<file path="src/rtl/div_sequencer_pkg.sv">
// div_sequencer_pkg: shared encodings and helpers for the RV32M divide sequencer.
//   - func3 encodings for DIV/DIVU/REM/REMU
//   - 2-bit FSM state encodings
//   - R-type opcode / MULDIV funct7 (decoded upstream to raise `start`)
//   - latched per-operation control struct and special-case helpers
package div_sequencer_pkg;

  localparam logic [2:0] DIV_F3_DIV  = 3'b100;
  localparam logic [2:0] DIV_F3_DIVU = 3'b101;
  localparam logic [2:0] DIV_F3_REM  = 3'b110;
  localparam logic [2:0] DIV_F3_REMU = 3'b111;

  localparam logic [1:0] DIV_ST_IDLE = 2'd0;
  localparam logic [1:0] DIV_ST_CALC = 2'd1;
  localparam logic [1:0] DIV_ST_FIX  = 2'd2;
  localparam logic [1:0] DIV_ST_DONE = 2'd3;

  localparam logic [6:0] OPCODE_RTYPE  = 7'b0110011;
  localparam logic [6:0] FUNCT7_MULDIV = 7'b0000001;

  // Everything about the accepted instruction that FIX still needs.
  typedef struct packed {
    logic is_signed;
    logic sel_rem;
    logic sign_a;
    logic sign_b;
    logic div0;
    logic ovf;
  } div_ctl_t;

  function automatic logic [31:0] cond_neg(input logic [31:0] v, input logic neg);
    return neg ? (~v + 32'd1) : v;
  endfunction

  // Result of a divide-by-zero or signed-overflow operation.
  function automatic logic [31:0] special_result(input logic sel_rem, input logic div0,
                                                 input logic [31:0] dividend);
    if (div0) return sel_rem ? dividend : 32'hFFFF_FFFF;
    return sel_rem ? 32'h0 : 32'h8000_0000;
  endfunction

endpackage

</file>
<file path="src/rtl/div_iter_step.sv">
// div_iter_step: one combinational restoring-division iteration.
//   rem_i/quo_i : current 33-bit partial remainder and 32-bit quotient shift reg
//   divisor_i   : 32-bit (unsigned magnitude) divisor
//   rem_o/quo_o : values after shifting {rem,quo} left and trial-subtracting
module div_iter_step (
  input  logic [32:0] rem_i,
  input  logic [31:0] quo_i,
  input  logic [31:0] divisor_i,
  output logic [32:0] rem_o,
  output logic [31:0] quo_o
);

  logic [33:0] shifted;
  logic [33:0] diff;
  logic [33:0] nxt;
  logic        unused_nxt_msb;

  assign shifted = {rem_i, quo_i[31]};
  assign diff    = shifted - {2'b00, divisor_i};

  always_comb begin
    nxt   = shifted;
    quo_o = {quo_i[30:0], 1'b0};
    if (shifted >= {2'b00, divisor_i}) begin
      nxt   = diff;
      quo_o = {quo_i[30:0], 1'b1};
    end
  end

  // The remainder stays below the divisor, so the top bit never carries.
  assign rem_o          = nxt[32:0];
  assign unused_nxt_msb = nxt[33];

endmodule

</file>
<file path="src/rtl/div_sequencer.sv">
// div_sequencer: multi-cycle RV32M DIV/DIVU/REM/REMU sequencer (32-step restoring).
//   clk, rst_n      : clock, async active-low reset
//   start, func3    : EX holds a divide-class instruction / its func3
//   op_a, op_b      : dividend (rs1), divisor (rs2)
//   flush           : abandon the in-flight operation
//   busy            : combinational stall request
//   result          : registered quotient/remainder
//   result_valid    : one-cycle strobe in DONE
// Config macro DIV_FASTPATH_EN: resolve div-by-zero / signed overflow in IDLE
// and jump straight to DONE (result_valid the cycle after acceptance).
module div_sequencer
  import div_sequencer_pkg::*;
(
  input  logic        clk,
  input  logic        rst_n,
  input  logic        start,
  input  logic [2:0]  func3,
  input  logic [31:0] op_a,
  input  logic [31:0] op_b,
  input  logic        flush,
  output logic        busy,
  output logic [31:0] result,
  output logic        result_valid
);

  logic [1:0]  state_q, state_d;
  logic [4:0]  count_q, count_d;
  logic [32:0] rem_q, rem_d;
  logic [31:0] quo_q, quo_d;
  logic [31:0] divisor_q, divisor_d;
  logic [31:0] result_q, result_d;
  div_ctl_t    ctl_q, ctl_d;

  logic [32:0] step_rem;
  logic [31:0] step_quo;
  logic        unused_rem_msb;
  div_ctl_t    new_ctl;
  logic [31:0] q_fix, r_fix;

  div_iter_step u_step (
    .rem_i     (rem_q),
    .quo_i     (quo_q),
    .divisor_i (divisor_q),
    .rem_o     (step_rem),
    .quo_o     (step_quo)
  );

  assign unused_rem_msb = rem_q[32];

  // Decode of the incoming instruction; unknown func3 codes behave as DIVU.
  always_comb begin
    new_ctl           = '0;
    new_ctl.is_signed = (func3 == DIV_F3_DIV) || (func3 == DIV_F3_REM);
    new_ctl.sel_rem   = (func3 == DIV_F3_REM) || (func3 == DIV_F3_REMU);
    new_ctl.sign_a    = new_ctl.is_signed & op_a[31];
    new_ctl.sign_b    = new_ctl.is_signed & op_b[31];
    new_ctl.div0      = (op_b == 32'h0);
    new_ctl.ovf       = new_ctl.is_signed & (op_a == 32'h8000_0000) & (op_b == 32'hFFFF_FFFF);
  end

  // Sign fix-up. With a zero divisor the iterations leave |a| in rem, so the
  // dividend-sign rule already reproduces op_a as the remainder.
  always_comb begin
    q_fix = cond_neg(quo_q, (ctl_q.sign_a ^ ctl_q.sign_b) & ~ctl_q.div0);
    r_fix = cond_neg(rem_q[31:0], ctl_q.sign_a);
    if (ctl_q.div0) begin
      q_fix = 32'hFFFF_FFFF;
    end else if (ctl_q.ovf) begin
      q_fix = 32'h8000_0000;
      r_fix = 32'h0;
    end
  end

  always_comb begin
    state_d   = state_q;
    count_d   = count_q;
    rem_d     = rem_q;
    quo_d     = quo_q;
    divisor_d = divisor_q;
    result_d  = result_q;
    ctl_d     = ctl_q;
    case (state_q)
      DIV_ST_IDLE: begin
        if (start && !flush) begin
          ctl_d     = new_ctl;
          quo_d     = cond_neg(op_a, new_ctl.sign_a);
          divisor_d = cond_neg(op_b, new_ctl.sign_b);
          rem_d     = '0;
          count_d   = '0;
          state_d   = DIV_ST_CALC;
`ifdef DIV_FASTPATH_EN
          if (new_ctl.div0 || new_ctl.ovf) begin
            result_d = special_result(new_ctl.sel_rem, new_ctl.div0, op_a);
            state_d  = DIV_ST_DONE;
          end
`endif
        end
      end
      DIV_ST_CALC: begin
        rem_d   = step_rem;
        quo_d   = step_quo;
        count_d = count_q + 5'd1;
        if (count_q == 5'd31) state_d = DIV_ST_FIX;
      end
      DIV_ST_FIX: begin
        result_d = ctl_q.sel_rem ? r_fix : q_fix;
        state_d  = DIV_ST_DONE;
      end
      default: state_d = DIV_ST_IDLE;
    endcase
    // Flush beats everything, including a result load in FIX.
    if (flush) begin
      state_d  = DIV_ST_IDLE;
      result_d = result_q;
    end
  end

  always_ff @(posedge clk or negedge rst_n) begin
    if (!rst_n) begin
      state_q   <= DIV_ST_IDLE;
      count_q   <= '0;
      rem_q     <= '0;
      quo_q     <= '0;
      divisor_q <= '0;
      result_q  <= '0;
      ctl_q     <= '0;
    end else begin
      state_q   <= state_d;
      count_q   <= count_d;
      rem_q     <= rem_d;
      quo_q     <= quo_d;
      divisor_q <= divisor_d;
      result_q  <= result_d;
      ctl_q     <= ctl_d;
    end
  end

  assign busy         = ((state_q == DIV_ST_IDLE) & start & ~flush) |
                        (state_q == DIV_ST_CALC) | (state_q == DIV_ST_FIX);
  assign result       = result_q;
  assign result_valid = (state_q == DIV_ST_DONE);

endmodule

</file>
<file path="config.mk">
export PLATFORM = sky130hd
export DESIGN_NAME = div_sequencer
export DESIGN_NICKNAME = d
export VERILOG_FILES = /design/src/rtl/div_sequencer_pkg.sv /design/src/rtl/div_iter_step.sv /design/src/rtl/div_sequencer.sv
export SDC_FILE = /design/constraint.sdc
export NUM_CORES = 1
export LEC_CHECK = 0
export BUFFER_PORTS_ARGS = -buffer_cell sky130_fd_sc_hd__buf_2
export CORE_ASPECT_RATIO = 0.9
export CORE_MARGIN = 2
export CORE_UTILIZATION = 30
export DETAILED_ROUTE_END_ITERATION = 12
export PLACE_DENSITY = 0.47
export SETUP_SLACK_MARGIN = 0.5
export SYNTH_ARGS = -nofsm -noshare
export SYNTH_HDL_FRONTEND = slang
export SYNTH_SLANG_ARGS = --single-unit
</file>
<file path="constraint.sdc">
create_clock -name clk -period 4.25 [get_ports clk]
set_input_delay 0.2125 -clock clk [delete_from_list [all_inputs] [get_ports clk]]
set_output_delay 0.2125 -clock clk [all_outputs]
set_load 0.02 [all_outputs]
</file>
; ---- After elaboration in Yosys (flattened, before gate mapping)
; Cells that the tools add are included.
[word_totals]
register_bits = 141
wordCells = 78
[op_classes]
n_eq_ne = 12
bitwise_logic = 16
add_sub_neg = 6
n_reduce_logical = 11
order_cmp = 1
mux = 21
[op_table]
columns = op, n
row1 = 2-to-1 mux 32 bit, 10
row2 = adder 32 x 1 -> 32 bit (second input constant), 4
row3 = inverter 32 bit, 4
row4 = 2-to-1 mux 33 bit, 2
row5 = case mux 33 bit (2 select lines), 1
row6 = equality test 32 bit (second input constant), 2
row7 = case mux 32 bit (2 select lines), 1
row8 = >= comparator 34 x 32 -> 1 bit, 1
row9 = subtractor 33 x 32 -> 33 bit, 1
row10 = logical NOT 32 bit, 1
row11 = case mux 5 bit (2 select lines), 1
row12 = equality test 3 bit (second input constant), 3
row13 = AND reduction 2 bit, 4
row14 = bitwise AND 1 bit, 7
row15 = 2-to-1 mux 2 bit, 3
row16 = inequality test 3 bit (second input constant), 2
row17 = case mux 2 bit (3 select lines), 1
row18 = adder 5 x 1 -> 5 bit (second input constant), 1
row19 = equality test 5 bit (second input constant), 1
row20 = 2-to-1 mux 5 bit, 1
row21 = equality test 2 bit (second input constant), 2
row22 = equality test 2 x 1 -> 1 bit (second input constant), 1
row23 = logical NOT 2 bit, 1
row24 = logical OR 1 bit, 2
row25 = 8 further kinds, 10

; ---- Longest topological paths before layout
; Gate-level depths: netlist of the first run.
[depth]
ltp_word = 6
depth_mapped = 14
mapped_depth_nobuf = 14

; ---- Cells and area by module
; Synthesis of the first run repeated with hierarchy kept, for this count alone.
[unflattened]
hier_cells = 1373
area_unflattened_um2 = 11262.1
[by_module_without_submodules]
columns = mod, cells_each, seq_area_each_um2, area_each_um2, n_inst
row1 = div_sequencer, 975, 3528.4, 8549.4, 1
row2 = div_iter_step, 398, 0.0, 2712.6, 1

; ---- Worst setup path after synthesis of the first run
; OpenSTA, ideal clock, no wires.
[synth_timing]
kind = register to register
from = register quo_q[31]
to = register rem_q[32]
path_stages_with_launch = 15
path_slack_ns = 1.096
synth_period_minus_slack_ns = 3.154
setup_time_ns = 0.070
arrival_ns = 3.084
t_required_ns = 4.180
path_cell_list = dfrtp_1 > inv_1 > ha_1 > inv_1 > fa_1 > a21oi_1 > o211a_1 > o311a_1 > or2_2 > o31ai_1 > a221o_1 > a221o_1 > a21o_1 > a2111oi_0 > nand3b_1
[synth_between]
elab_chain_len = 3
word_cells_on_any_way = 4
[synth_rtl]
columns = element, line_no
row1 = start: declaration, div_sequencer.sv:29  ; logic [31:0] quo_q, quo_d;
row2 = start signal: assignment, div_sequencer.sv:131  ; quo_q <= quo_d;
row3 = subtractor 33 x 32 -> 33 bit / >= comparator 34 x 32 -> 1 bit (equally long branches), "div_iter_step.sv:19, div_iter_step.sv:24"
row4 = 2-to-1 mux 33 bit (*), div_iter_step.sv:24  ; if (shifted >= {2'b00, divisor_i}) begin
row5 = case mux 33 bit (2 select lines) (*), div_sequencer.sv:82  ; case (state_q)
row6 = end signal: assignment, div_sequencer.sv:130  ; rem_q <= rem_d;
row7 = end: declaration, div_sequencer.sv:28  ; logic [32:0] rem_q, rem_d;
; Every way passes the cells marked *; elsewhere a longest branch is shown, timed or not.
; A chain may end at the register's enable or synchronous reset.

; ---- Worst setup path after layout of the first run
; Same ends and word-level chain as after synthesis.

==> Implementation_results.wiki, run 1 <==
{| class="wikitable"
! Metric !! Value
|-
| Result of the run || finished, final reports clean
|-
| Maximum clock insertion buffer count || 2
|-
| Async set or reset register ratio after synthesis || 100%
|-
| Highest fanout seen on the critical path || 3
|-
| Pin count of the biggest net entering global routing || 89
|-
| Area of the die || 36,800 sq um
|-
| Number of cells after detailed placement || 1,843
|-
| Fraction of final layout cells sized beyond drive strength 1 || 13.8%
|-
| Leak pwr || 5.41 nW
|-
| Yosys reg bits || 141
|-
| Sequential cell area fraction in the yosys report || 33.3%
|-
| Root buf cell || sky130_fd_sc_hd__clkbuf_16
|-
| Unrepaired setup endpoints after global routing || yes
|-
| Data arrival time of the worst path || 3.95 ns
|-
| Share of Yosys cell area claimed by the top area cell type || 33.3%
|-
| Final setup violation count || 0
|-
| R2R Setup Slk || 0.67 ns
|-
| CP Data Required Time || 4.62 ns
|-
| Count of pins on the block boundary || 105
|-
| R2R cell count || 14
|-
| Pins Over Slew Limit || 0
|-
| Max IR drop VDD || 0.464 mV
|-
| Non-Filler Cell Area, Final || 12,200 sq um
|-
| Clock latency of the later-clocked register in the worst-skew pair || 0.45 ns
|-
| Type of element capturing the critical path || flip-flop
|-
| Initial antenna violation count || 0
|-
| Commonest cells in the synthesized netlist || sky130_fd_sc_hd__o21ai_0, sky130_fd_sc_hd__nand2_1, sky130_fd_sc_hd__dfrtp_1
|-
| Power dissipated by switching net loads || 5.14 mW
|-
| Maximum frequency from static timing analysis || 280 MHz
|-
| Kind of path behind the tightest hold check || in2reg
|-
| Ant. Diodes || 0
|-
| Number of clock buffers inserted by TritonCTS || 17
|-
| Core ar. || 34,900 sq um
|-
| Post-layout util || 35.1%
|-
| CP Launch Type || flip-flop
|-
| Setup crit end || rem_q[32]
|-
| Row count || 65
|-
| Filler instances || 3,693
|-
| Internal power component || 5.29 mW
|-
| Number of vias per cell after detailed routing || 5.21
|-
| Number of H-tree branching levels || 4
|-
| GPL Wtd Cong || 0.866
|-
| Number of distinct standard cells referenced by the synthesized netlist || 66
|-
| Remaining global-route overflow || 0
|-
| Source of the worst register-to-register timing path || quo_q[31]
|-
| Global-route wire length before repair || 53,700 um
|-
| Number of detailed-routing iterations run before antenna repair || 5
|-
| DRC violations left || 0
|-
| Number of I/O port buffers || 104
|-
| Placed Instance Area || 11,600 sq um
|-
| Post CTS Setup Buffer Count || 0
|-
| Count of clock tree sinks || 141
|-
| Sequential power share || 24.9%
|-
| Via count of the first global-routing pass || 9,212
|-
| Synth Net Count || 1,435
|-
| Residual antenna-violating net count after detailed routing || 0
|-
| Clock tree from TritonCTS || done
|-
| Hpwl dp || 26,500 um
|-
| Count of routing violations after the opening detailed-route iteration || 712
|-
| Combinational Power Share || 60.1%
|-
| Most repeated cell in the gate-level netlist after synthesis || sky130_fd_sc_hd__o21ai_0
|-
| Origin of the worst setup path || quo_q[31]
|-
| Part of the cycle the worst path needs || 84.2%
|-
| Leading post-synthesis cells by cell area || sky130_fd_sc_hd__dfrtp_1, sky130_fd_sc_hd__o21ai_0, sky130_fd_sc_hd__xnor2_1
|-
| Switching part of the total || 49.3%
|-
| Total global routing track utilization || 18.7%
|-
| Average routed wire per standard cell || 18.2 um
|-
| Final count of hold timing violations || 0
|-
| Synthesized cell area || 10,600 sq um
|-
| Part of the total power dissipated in the clock network || 15.0%
|-
| Clock-pin slew reported for the worst setup and hold paths after clock tree synthesis || 0.07 ns
|-
| Area growth, synth to finish || 15.7%
|-
| Syn Area/Cell || 8.02 sq um
|-
| Clock Skews || 0.0173 ns
|-
| Post-route insts no fill || 1,877
|-
| Count of maximum capacitance violations || 0
|-
| Transition time at the pin with the least slew margin || 1.03 ns
|-
| Total Negative Setup Slacks || 0 ns
|-
| Post-layout minimum cycle time || 3.58 ns
|-
| Overall routed net length || 34,200 um
|-
| Die outline width || 202 um
|-
| Total number of nets in the final design || 1,511
|-
| Total via count after detailed routing || 9,772
|-
| Worst slew margin relative to its limit || 31.4%
|-
| Number of flops mapped to enable cells by yosys || 0
|-
| Critical register-to-register path endpoint || rem_q[32]
|-
| Starting density of the core || 30.3%
|-
| Number of warnings reported in the yosys synthesis log || 0
|-
| Gate count after technology mapping || 1,320
|-
| Kind of critical path || reg2reg
|-
| Power per cell area || 852 nW/um^2
|-
| Main flop type after synthesis || sky130_fd_sc_hd__dfrtp_1
|-
| Vertical die dimension || 182 um
|-
| Cell taking the most area after synthesis || sky130_fd_sc_hd__dfrtp_1
|}
metrics by stage:
| stage | hold WS (ns) | total power [mW] | setup WS, ns |
|---|---|---|---|
| after floorplan | -0.0831 | 6.88 | 1.10 |
| after global placement | 0.344 | 8.79 | 0.690 |
| after detailed placement | 0.343 | 8.83 | 0.629 |
| after CTS | 0.00667 | 10.4 | 0.603 |
| after global routing | 0.0325 | 11.3 | 0.500 |
| final | 0.0184 | 10.4 | 0.672 |
cells in the final DEF, fill, tap and decap left out, types with 18 or more instances in the layout:
cell	netlist	routed
sky130_fd_sc_hd__nand2_1	152	151
sky130_fd_sc_hd__xnor2_1	73	73
sky130_fd_sc_hd__buf_2	2	103
sky130_fd_sc_hd__mux2_2	24	24
sky130_fd_sc_hd__a21oi_1	107	106
sky130_fd_sc_hd__nand3_1	19	19
sky130_fd_sc_hd__xor2_1	72	72
sky130_fd_sc_hd__mux2i_1	18	18
sky130_fd_sc_hd__ha_1	43	42
sky130_fd_sc_hd__dfrtp_1	141	141
sky130_fd_sc_hd__buf_4	0	19
sky130_fd_sc_hd__o21ai_0	207	206
sky130_fd_sc_hd__inv_1	61	60
sky130_fd_sc_hd__nor2_1	101	101
sky130_fd_sc_hd__o31ai_1	21	21
power groups by stage:
stage,combinational (mW),sequential [mW],clock [mW]
2_1_floorplan,4.39,2.48,0
3_3_place_gp,6.20,2.59,0
3_5_place_dp,6.22,2.61,0
4_1_cts,6.26,2.59,1.60
5_1_grt,6.96,2.68,1.65
6_report,6.27,2.59,1.56
timing repair:
action | CTS | global route
endpoints found under the hold margin | 85 | 0
setup endpoints to repair | 0 | 2
hold buffers | 3 | 0
gates resized for setup | 0 | 6
metal layers:
layer | GRT usage [%] | share of wire (%)
met1 | 28.5 | 53
met2 | 27.3 | 42
met3 | 2.84 | 3.9
met4 | 4.65 | 1.3
met5 | 0 | 0
sequential cells by signal, indices dropped and copies added (netlist names):
signal,flops
rem_q,33
state_q,2
ctl_q,5
divisor_q,32
result,32
count_q,5
quo_q,32
kinds of logic after synthesis:
kind of cell | count (synthesis) | share of synthesized area (%)
compound gates | 426 | 23.2
mux | 42 | 4.26
flops | 141 | 33.3
fa+ha+maj | 44 | 5.27
simple gates | 391 | 17.3
buf+inv | 131 | 4.67
xor+xnor | 145 | 12.0
final cells by class:
type / instances / area (sq um) / area share (%)
flip-flops and latches: 141 / 3530 / 28.8
clock buffers: 20 / 457 / 3.73
inverters: 62 / 233 / 1.90
well taps: 469 / 587 / 4.79
repair buffers: 126 / 699 / 5.71
multi-input cells: 1048 / 6600 / 53.9
clock inverters: 11 / 143 / 1.17
how the worst min path moves through the flow:
stage / start / to / cells past startpoint
after floorplan: rst_n / count_q[0] / 0
after detailed placement: rst_n / quo_q[15] / 1
after CTS: func3[2] / ctl_q[4] / 3
after global routing: func3[2] / ctl_q[4] / 3
after global placement: rst_n / quo_q[15] / 1
final: func3[2] / ctl_q[4] / 3
worst max-delay path: stages (launching register included):
cell	delay, ns
sky130_fd_sc_hd__dfrtp_1	0.39
sky130_fd_sc_hd__inv_2	0.11
sky130_fd_sc_hd__ha_1	0.16
sky130_fd_sc_hd__inv_1	0.06
sky130_fd_sc_hd__fa_1	0.41
sky130_fd_sc_hd__a21oi_2	0.18
sky130_fd_sc_hd__o211a_1	0.21
sky130_fd_sc_hd__o311a_1	0.23
sky130_fd_sc_hd__or2_2	0.16
sky130_fd_sc_hd__o31ai_1	0.09
sky130_fd_sc_hd__a221o_1	0.40
sky130_fd_sc_hd__a221o_1	0.38
sky130_fd_sc_hd__a21o_1	0.20
sky130_fd_sc_hd__a2111oi_1	0.37
sky130_fd_sc_hd__nand3b_1	0.15
Note: power is estimated with default switching activity, not from simulation.
==> run 2: changes to the inputs <==
--- a/config.mk
+++ b/config.mk
@@ -10,7 +10,7 @@
 export CORE_MARGIN = 2
 export CORE_UTILIZATION = 30
 export DETAILED_ROUTE_END_ITERATION = 12
-export PLACE_DENSITY = 0.47
+export PLACE_DENSITY = 0.49
 export SETUP_SLACK_MARGIN = 0.5
 export SYNTH_ARGS = -nofsm -noshare
 export SYNTH_HDL_FRONTEND = slang
==> constraint.sdc (replaced) <==
create_clock -name clk -period 3.2 [get_ports clk]
set_input_delay 0.16 -clock clk [delete_from_list [all_inputs] [get_ports clk]]
set_output_delay 0.16 -clock clk [all_outputs]
set_load 0.02 [all_outputs]
==> run 2 against run 1 <==
Sequential power grew 27%; die area unchanged; final cell count increased by 4.3%; register-to-register slack got worse by 0.60 ns; critical path depth fell by 5; design area rose by 9.1%; fmax rose by 14%; non-clock buffer count rose by 81; setup slack got worse by 0.60 ns; clock skew fell by 0.0086 ns; largest cell class unchanged.
==> Implementation_results.wiki, run 2 (synthesis results as in run 1) <==
{| class="wikitable"
! Metric !! Value
|-
| Result of the run || finished, final reports clean
|-
| Post-layout minimum cycle time || 3.13 ns
|-
| Leak pwr || 5.84 nW
|-
| Number of I/O port buffers || 104
|-
| Highest fanout seen on the critical path || 3
|-
| Global-route wire length before repair || 56,700 um
|-
| Most common cell after layout, fill and taps aside || sky130_fd_sc_hd__o21ai_0
|-
| Fraction of final layout cells sized beyond drive strength 1 || 22.8%
|-
| Vertical die dimension || 182 um
|-
| Maximum frequency from static timing analysis || 320 MHz
|-
| Power per cell area || 1200 nW/um^2
|-
| GPL Wtd Cong || 0.863
|-
| Power dissipated by switching net loads || 7.72 mW
|-
| Die outline width || 202 um
|-
| Part of the total power dissipated in the clock network || 12.4%
|-
| Switching part of the total || 48.1%
|-
| Row count || 65
|-
| Filler instances || 3,635
|-
| DRC violations left || 0
|-
| Power consumption || 16.1 mW
|-
| Total global routing track utilization || 19.7%
|-
| Minimum setup slack after placement || -0.00798 ns
|-
| Area growth, synth to finish || 26.2%
|-
| Clock-pin slew reported for the worst setup and hold paths after clock tree synthesis || 0.07 ns
|-
| Final count of hold timing violations || 0
|-
| Root buf cell || sky130_fd_sc_hd__clkbuf_16
|-
| Pin count of the biggest net entering global routing || 78
|-
| Number of detailed-routing iterations run before antenna repair || 5
|-
| Hold Path Stages || 3
|-
| Pins Over Slew Limit || 0
|-
| Overall routed net length || 35,800 um
|-
| Count of clock tree sinks || 141
|-
| Via count of the first global-routing pass || 9,563
|-
| Max IR drop VDD || 0.589 mV
|-
| Number of clock buffers inserted by TritonCTS || 17
|-
| R2R cell count || 9
|-
| Total via count after detailed routing || 10.1k
|-
| Kind of critical path || reg2reg
|-
| Number of H-tree branching levels || 4
|-
| Global route hottest layer || met1
|-
| Kind of path behind the tightest hold check || in2reg
|-
| Commonest cells after routing, fill and taps aside || sky130_fd_sc_hd__o21ai_0, sky130_fd_sc_hd__nand2_1, sky130_fd_sc_hd__dfrtp_1
|-
| Clock latency of the later-clocked register in the worst-skew pair || 0.44 ns
|-
| Starting density of the core || 30.3%
|-
| CP Launch Type || flip-flop
|-
| Ant. Diodes || 0
|-
| Average routed wire per standard cell || 18.3 um
|-
| Maximum clock insertion buffer count || 2
|-
| Hpwl dp || 27,600 um
|-
| Area of the die || 36,800 sq um
|-
| Unrepaired setup endpoints after global routing || yes
|-
| Internal power component || 8.34 mW
|-
| Type of element capturing the critical path || flip-flop
|-
| Total Negative Setup Slacks || 0 ns
|-
| CP Data Required Time || 3.52 ns
|-
| Largest Register || rem_q
|-
| Count of routing violations after the opening detailed-route iteration || 663
|-
| Data arrival time of the worst path || 3.45 ns
|-
| Met2 Resource Use GR || 27.9%
|-
| Part of the cycle the worst path needs || 97.8%
|-
| GR Layer Usage met1 || 30.6%
|-
| Remaining global-route overflow || 0
|-
| Combinational Power Share || 67.1%
|-
| Count of pins on the block boundary || 105
|-
| Slack of the critical path || 0.0716 ns
|-
| Core ar. || 34,900 sq um
|-
| Final setup violation count || 0
|-
| Residual antenna-violating net count after detailed routing || 0
|-
| Clock Skews || 0.00879 ns
|-
| Flip-flop count of the largest register, all copies and words added || 33
|-
| Total number of nets in the final design || 1,592
|-
| Count of maximum capacitance violations || 0
|-
| Number of vias per cell after detailed routing || 5.16
|-
| Worst slew margin relative to its limit || 31.6%
|-
| Transition time at the pin with the least slew margin || 1.03 ns
|-
| Sequential power share || 20.5%
|-
| Met3 Usage GRT || 2.75%
|-
| Initial antenna violation count || 0
|-
| Clock tree from TritonCTS || done
|}
-- run 2: cell count changes in the layout (fill, tap and decap cells not counted), sizes merged --
cell | before | now
clkinvlp | 2 | 4
clkinv | 7 | 6
dlygate4sd3 | 3 | 4
bufinv | 3 | 2
buf | 123 | 203
-- run 2: power groups by stage --
stage / registers (mW) / logic [mW] / clock network [mW]
2_1_floorplan: 3.30 / 5.99 / 0
3_3_place_gp: 3.25 / 8.96 / 0
3_5_place_dp: 3.28 / 9.03 / 0
4_1_cts: 3.28 / 9.89 / 2.04
5_1_grt: 3.41 / 11.8 / 2.11
6_report: 3.29 / 10.8 / 1.99
-- run 2: final timing paths --
check,endpoint,startpoint,slack [ns]
worst max-delay path,result[29],rem_q[7],0.07
worst min register to register,result[22],result[22],0.48
min in group asynchronous,state_q[1],rst_n,0.33
max in group asynchronous,divisor_q[10],rst_n,2.08
worst max register to register,result[29],rem_q[7],0.07
worst min-delay path,divisor_q[31],op_b[31],0.04
-- run 2: cell type report --
| cell class | instances | area, sq um | area share [%] |
|---|---|---|---|
| timing repair buffer | 207 | 1370 | 10.2 |
| sequential | 141 | 3530 | 26.5 |
| inverter | 62 | 233 | 1.74 |
| clock buffer | 20 | 457 | 3.42 |
| tap | 469 | 587 | 4.39 |
| multi-input combinational | 1048 | 7060 | 52.9 |
| clock inverter | 11 | 119 | 0.890 |
-- run 2: metal layers --
layer,vias up,wire (um)
met5,-,0
met4,0,593
met3,34,1560
met2,254,14800
met1,4817,18800
li1,5000,-
-- run 2: stage by stage --
step           util, %  instances  hold WS (ns)  instance area, sq um
2_1_floorplan        -       1320        -0.136                 10700
3_3_place_gp      34.8       1905         0.264                 12100
3_5_place_dp      34.8       1905         0.268                 12100
4_1_cts           37.5       1948        0.0221                 13100
5_1_grt           38.3       1958        0.0307                 13400
6_report          38.3       1958        0.0397                 13400
-- run 2: repair_timing --
item,CTS,global route
gates resized for setup,74,48
pin swaps,28,23
gates cloned,1,0
endpoints found under the setup margin,51,56
hold buffers,4,0
buffers inserted,7,10
hold endpoints to repair,77,0
-- run 2: critical path, stage by stage, from the launching register on --
cell                      delay [ns]
sky130_fd_sc_hd__dfrtp_1        0.37
sky130_fd_sc_hd__or4_4          0.53
sky130_fd_sc_hd__or3_4          0.38
sky130_fd_sc_hd__or2_4          0.24
sky130_fd_sc_hd__or4_4          0.43
sky130_fd_sc_hd__or3_4          0.38
sky130_fd_sc_hd__o31ai_4        0.18
sky130_fd_sc_hd__xor2_1         0.16
sky130_fd_sc_hd__o21ai_1        0.07
sky130_fd_sc_hd__mux2_2         0.26
==> run 3: changes to the inputs <==
--- a/config.mk
+++ b/config.mk
@@ -11,7 +11,7 @@
 export CORE_UTILIZATION = 30
 export DETAILED_ROUTE_END_ITERATION = 12
 export PLACE_DENSITY = 0.49
-export SETUP_SLACK_MARGIN = 0.5
+export RECOVER_POWER = 50
 export SYNTH_ARGS = -nofsm -noshare
 export SYNTH_HDL_FRONTEND = slang
 export SYNTH_SLANG_ARGS = --single-unit
==> run 3 against run 2 <==
The run now ends with max-capacitance violations, max-slew violations left; design area decreased by 3.7%; setup slack got worse by 0.0022 ns; final cell count decreased by 0.46%; worst hold slack got worse by 0.016 ns; largest cell class unchanged; die area unchanged; combinational power decreased by 15%; via count decreased by 2.0%; flip-flop and latch count unchanged; global-route usage decreased by 0.64 points; clock power increased by 11%.
==> Implementation_results.wiki, run 3 (synthesis results as in run 1) <==
{| class="wikitable"
! Metric !! Value
|-
| Number of vias per cell after detailed routing || 5.08
|-
| Number of I/O port buffers || 104
|-
| Power consumption || 14.7 mW
|-
| Area growth, synth to finish || 21.5%
|-
| Most common cell after layout, fill and taps aside || sky130_fd_sc_hd__o21ai_0
|-
| Kind of critical path || reg2reg
|-
| Sequential power share || 22.2%
|-
| Via count of the first global-routing pass || 9,606
|-
| Maximum clock insertion buffer count || 2
|-
| DRC violations left || 0
|-
| Number of cells after detailed placement || 1,913
|-
| Pin count of the biggest net entering global routing || 89
|-
| Overall routed net length || 34,600 um
|-
| Post-layout minimum cycle time || 3.13 ns
|-
| Chain of cells forming the critical path || or4_4 -> or3_4 -> or2_4 -> or4_4 -> or3_4 -> o31ai_4 -> xor2_1 -> o21ai_1 -> mux2_2
|-
| Number of H-tree branching levels || 4
|-
| Commonest cells after routing, fill and taps aside || sky130_fd_sc_hd__o21ai_0, sky130_fd_sc_hd__nand2_1, sky130_fd_sc_hd__dfrtp_1
|-
| Global-route wire length before repair || 55,000 um
|-
| Cell with the largest stage delay on the worst path || sky130_fd_sc_hd__or4_4
|-
| Power dissipated by switching net loads || 6.95 mW
|-
| Pins Over Slew Limit || 47
|-
| Vertical die dimension || 182 um
|-
| Die outline width || 202 um
|-
| Root buf cell || sky130_fd_sc_hd__clkbuf_16
|-
| Total number of nets in the final design || 1,583
|-
| Clock Skews || 0.0118 ns
|-
| CP Data Required Time || 3.52 ns
|-
| Total via count after detailed routing || 9,899
|-
| Kind of path behind the tightest hold check || in2reg
|-
| Flip-flop count of the largest register, all copies and words added || 33
|-
| Core ar. || 34,900 sq um
|-
| Starting density of the core || 30.3%
|-
| Clock-pin slew reported for the worst setup and hold paths after clock tree synthesis || 0.06 ns
|-
| Part of the total power dissipated in the clock network || 15.0%
|-
| Area of the die || 36,800 sq um
|-
| Count of maximum capacitance violations || 1
|-
| Count of pins on the block boundary || 105
|-
| Post-route insts no fill || 1,949
|-
| Result of the run || complete, but fails checks
|-
| Clock latency of the later-clocked register in the worst-skew pair || 0.44 ns
|-
| Remaining global-route overflow || 0
|-
| CP Launch Type || flip-flop
|-
| Ant. Diodes || 0
|-
| Total global routing track utilization || 19.0%
|-
| Count of clock tree sinks || 141
|-
| Part of the cycle the worst path needs || 97.8%
|-
| Leak pwr || 5.69 nW
|-
| Number of clock buffers inserted by TritonCTS || 17
|-
| Number of detailed-routing iterations run before antenna repair || 5
|-
| Power per cell area || 1140 nW/um^2
|-
| Largest Register || rem_q
|-
| Maximum frequency from static timing analysis || 319 MHz
|-
| Switching part of the total || 47.4%
|-
| Average routed wire per standard cell || 17.8 um
|-
| Fraction of final layout cells sized beyond drive strength 1 || 16.4%
|-
| GPL Wtd Cong || 0.906
|-
| Unrepaired setup endpoints after global routing || yes
|-
| Combinational Power Share || 62.8%
|-
| Data arrival time of the worst path || 3.45 ns
|-
| Final count of hold timing violations || 0
|-
| Clock tree from TritonCTS || done
|-
| Initial antenna violation count || 0
|-
| Transition time at the pin with the least slew margin || 2.27 ns
|-
| Type of element capturing the critical path || flip-flop
|-
| Violations in the final reports || max-capacitance violations, max-slew violations
|-
| Worst slew margin relative to its limit || -51.2%
|-
| Max IR drop VDD || 0.589 mV
|-
| Residual antenna-violating net count after detailed routing || 0
|-
| Highest fanout seen on the critical path || 3
|-
| Internal power component || 7.70 mW
|-
| Hpwl dp || 27,400 um
|-
| Row count || 65
|-
| Count of routing violations after the opening detailed-route iteration || 656
|-
| Crit-path max cell delay || 0.54 ns
|-
| Final setup violation count || 0
|}
[run 3: layer usage]
| layer | track usage [%] | part of all wire (%) | up-vias |
|---|---|---|---|
| met2 | 27.7 | 41 | 198 |
| met3 | 2.95 | 4.0 | 26 |
| met5 | 0 | 0 | - |
| li1 | - | - | 4976 |
| met4 | 4.79 | 1.5 | 0 |
| met1 | 29.0 | 53 | 4699 |
[run 3: worst max-delay path: cells and delay by family, from the launching register on]
family	cells	cell delay, ns
compound gates	2	0.26
xor+xnor	1	0.17
flops	1	0.37
mux	1	0.26
simple gates	5	1.95
[run 3: power by group through the flow]
stage	Combinational (mW)	Clock, mW	Sequential (mW)
finish	9.19	2.20	3.25
global route	10.2	2.33	3.37
CTS	9.08	2.25	3.23
detailed placement	9.03	0	3.26
global placement	8.97	0	3.25
floorplan	5.83	0	3.30
[run 3: worst paths after layout]
check	cells after the start	end	from	slack, ns
hold reg to reg	2	divisor_q[15]	divisor_q[15]	0.48
min in group asynchronous	2	rem_q[25]	rst_n	1.08
hold / removal	3	ctl_q[4]	func3[2]	0.02
max in group asynchronous	3	divisor_q[3]	rst_n	0.60
setup reg to reg	9	result[29]	rem_q[7]	0.07
setup / recovery	9	result[29]	rem_q[7]	0.07
[run 3: per-stage QoR]
stage	hold slack (ns)	util (%)	area [sq um]	setup WS (ns)	TNS [ns]
2_1_floorplan	-0.136	-	10600	0.0458	0
6_report	0.0241	36.9	12900	0.0694	0
3_3_place_gp	0.129	34.8	12100	-0.0655	-0.0759
3_5_place_dp	0.137	34.8	12100	-0.0983	-0.113
5_1_grt	0.0464	36.9	12900	-0.0596	-0.170
4_1_cts	0.00921	36.8	12800	0.00944	0
[run 3: what timing repair did]
action,CTS,global route
hold endpoints to repair,48,0
hold buffers,3,0
resized for setup,3,16
pin swaps,3,7
endpoints found under the setup margin,2,14
setup buffers,0,2
[run 3: layout make-up]
class	count	area [sq um]
fill	3680	22000
inverter	62	233
timing repair buffer	198	1220
tap	469	587
clock buffer	17	425
clock inverter	14	218
multi-input combinational	1048	6650
sequential	141	3530
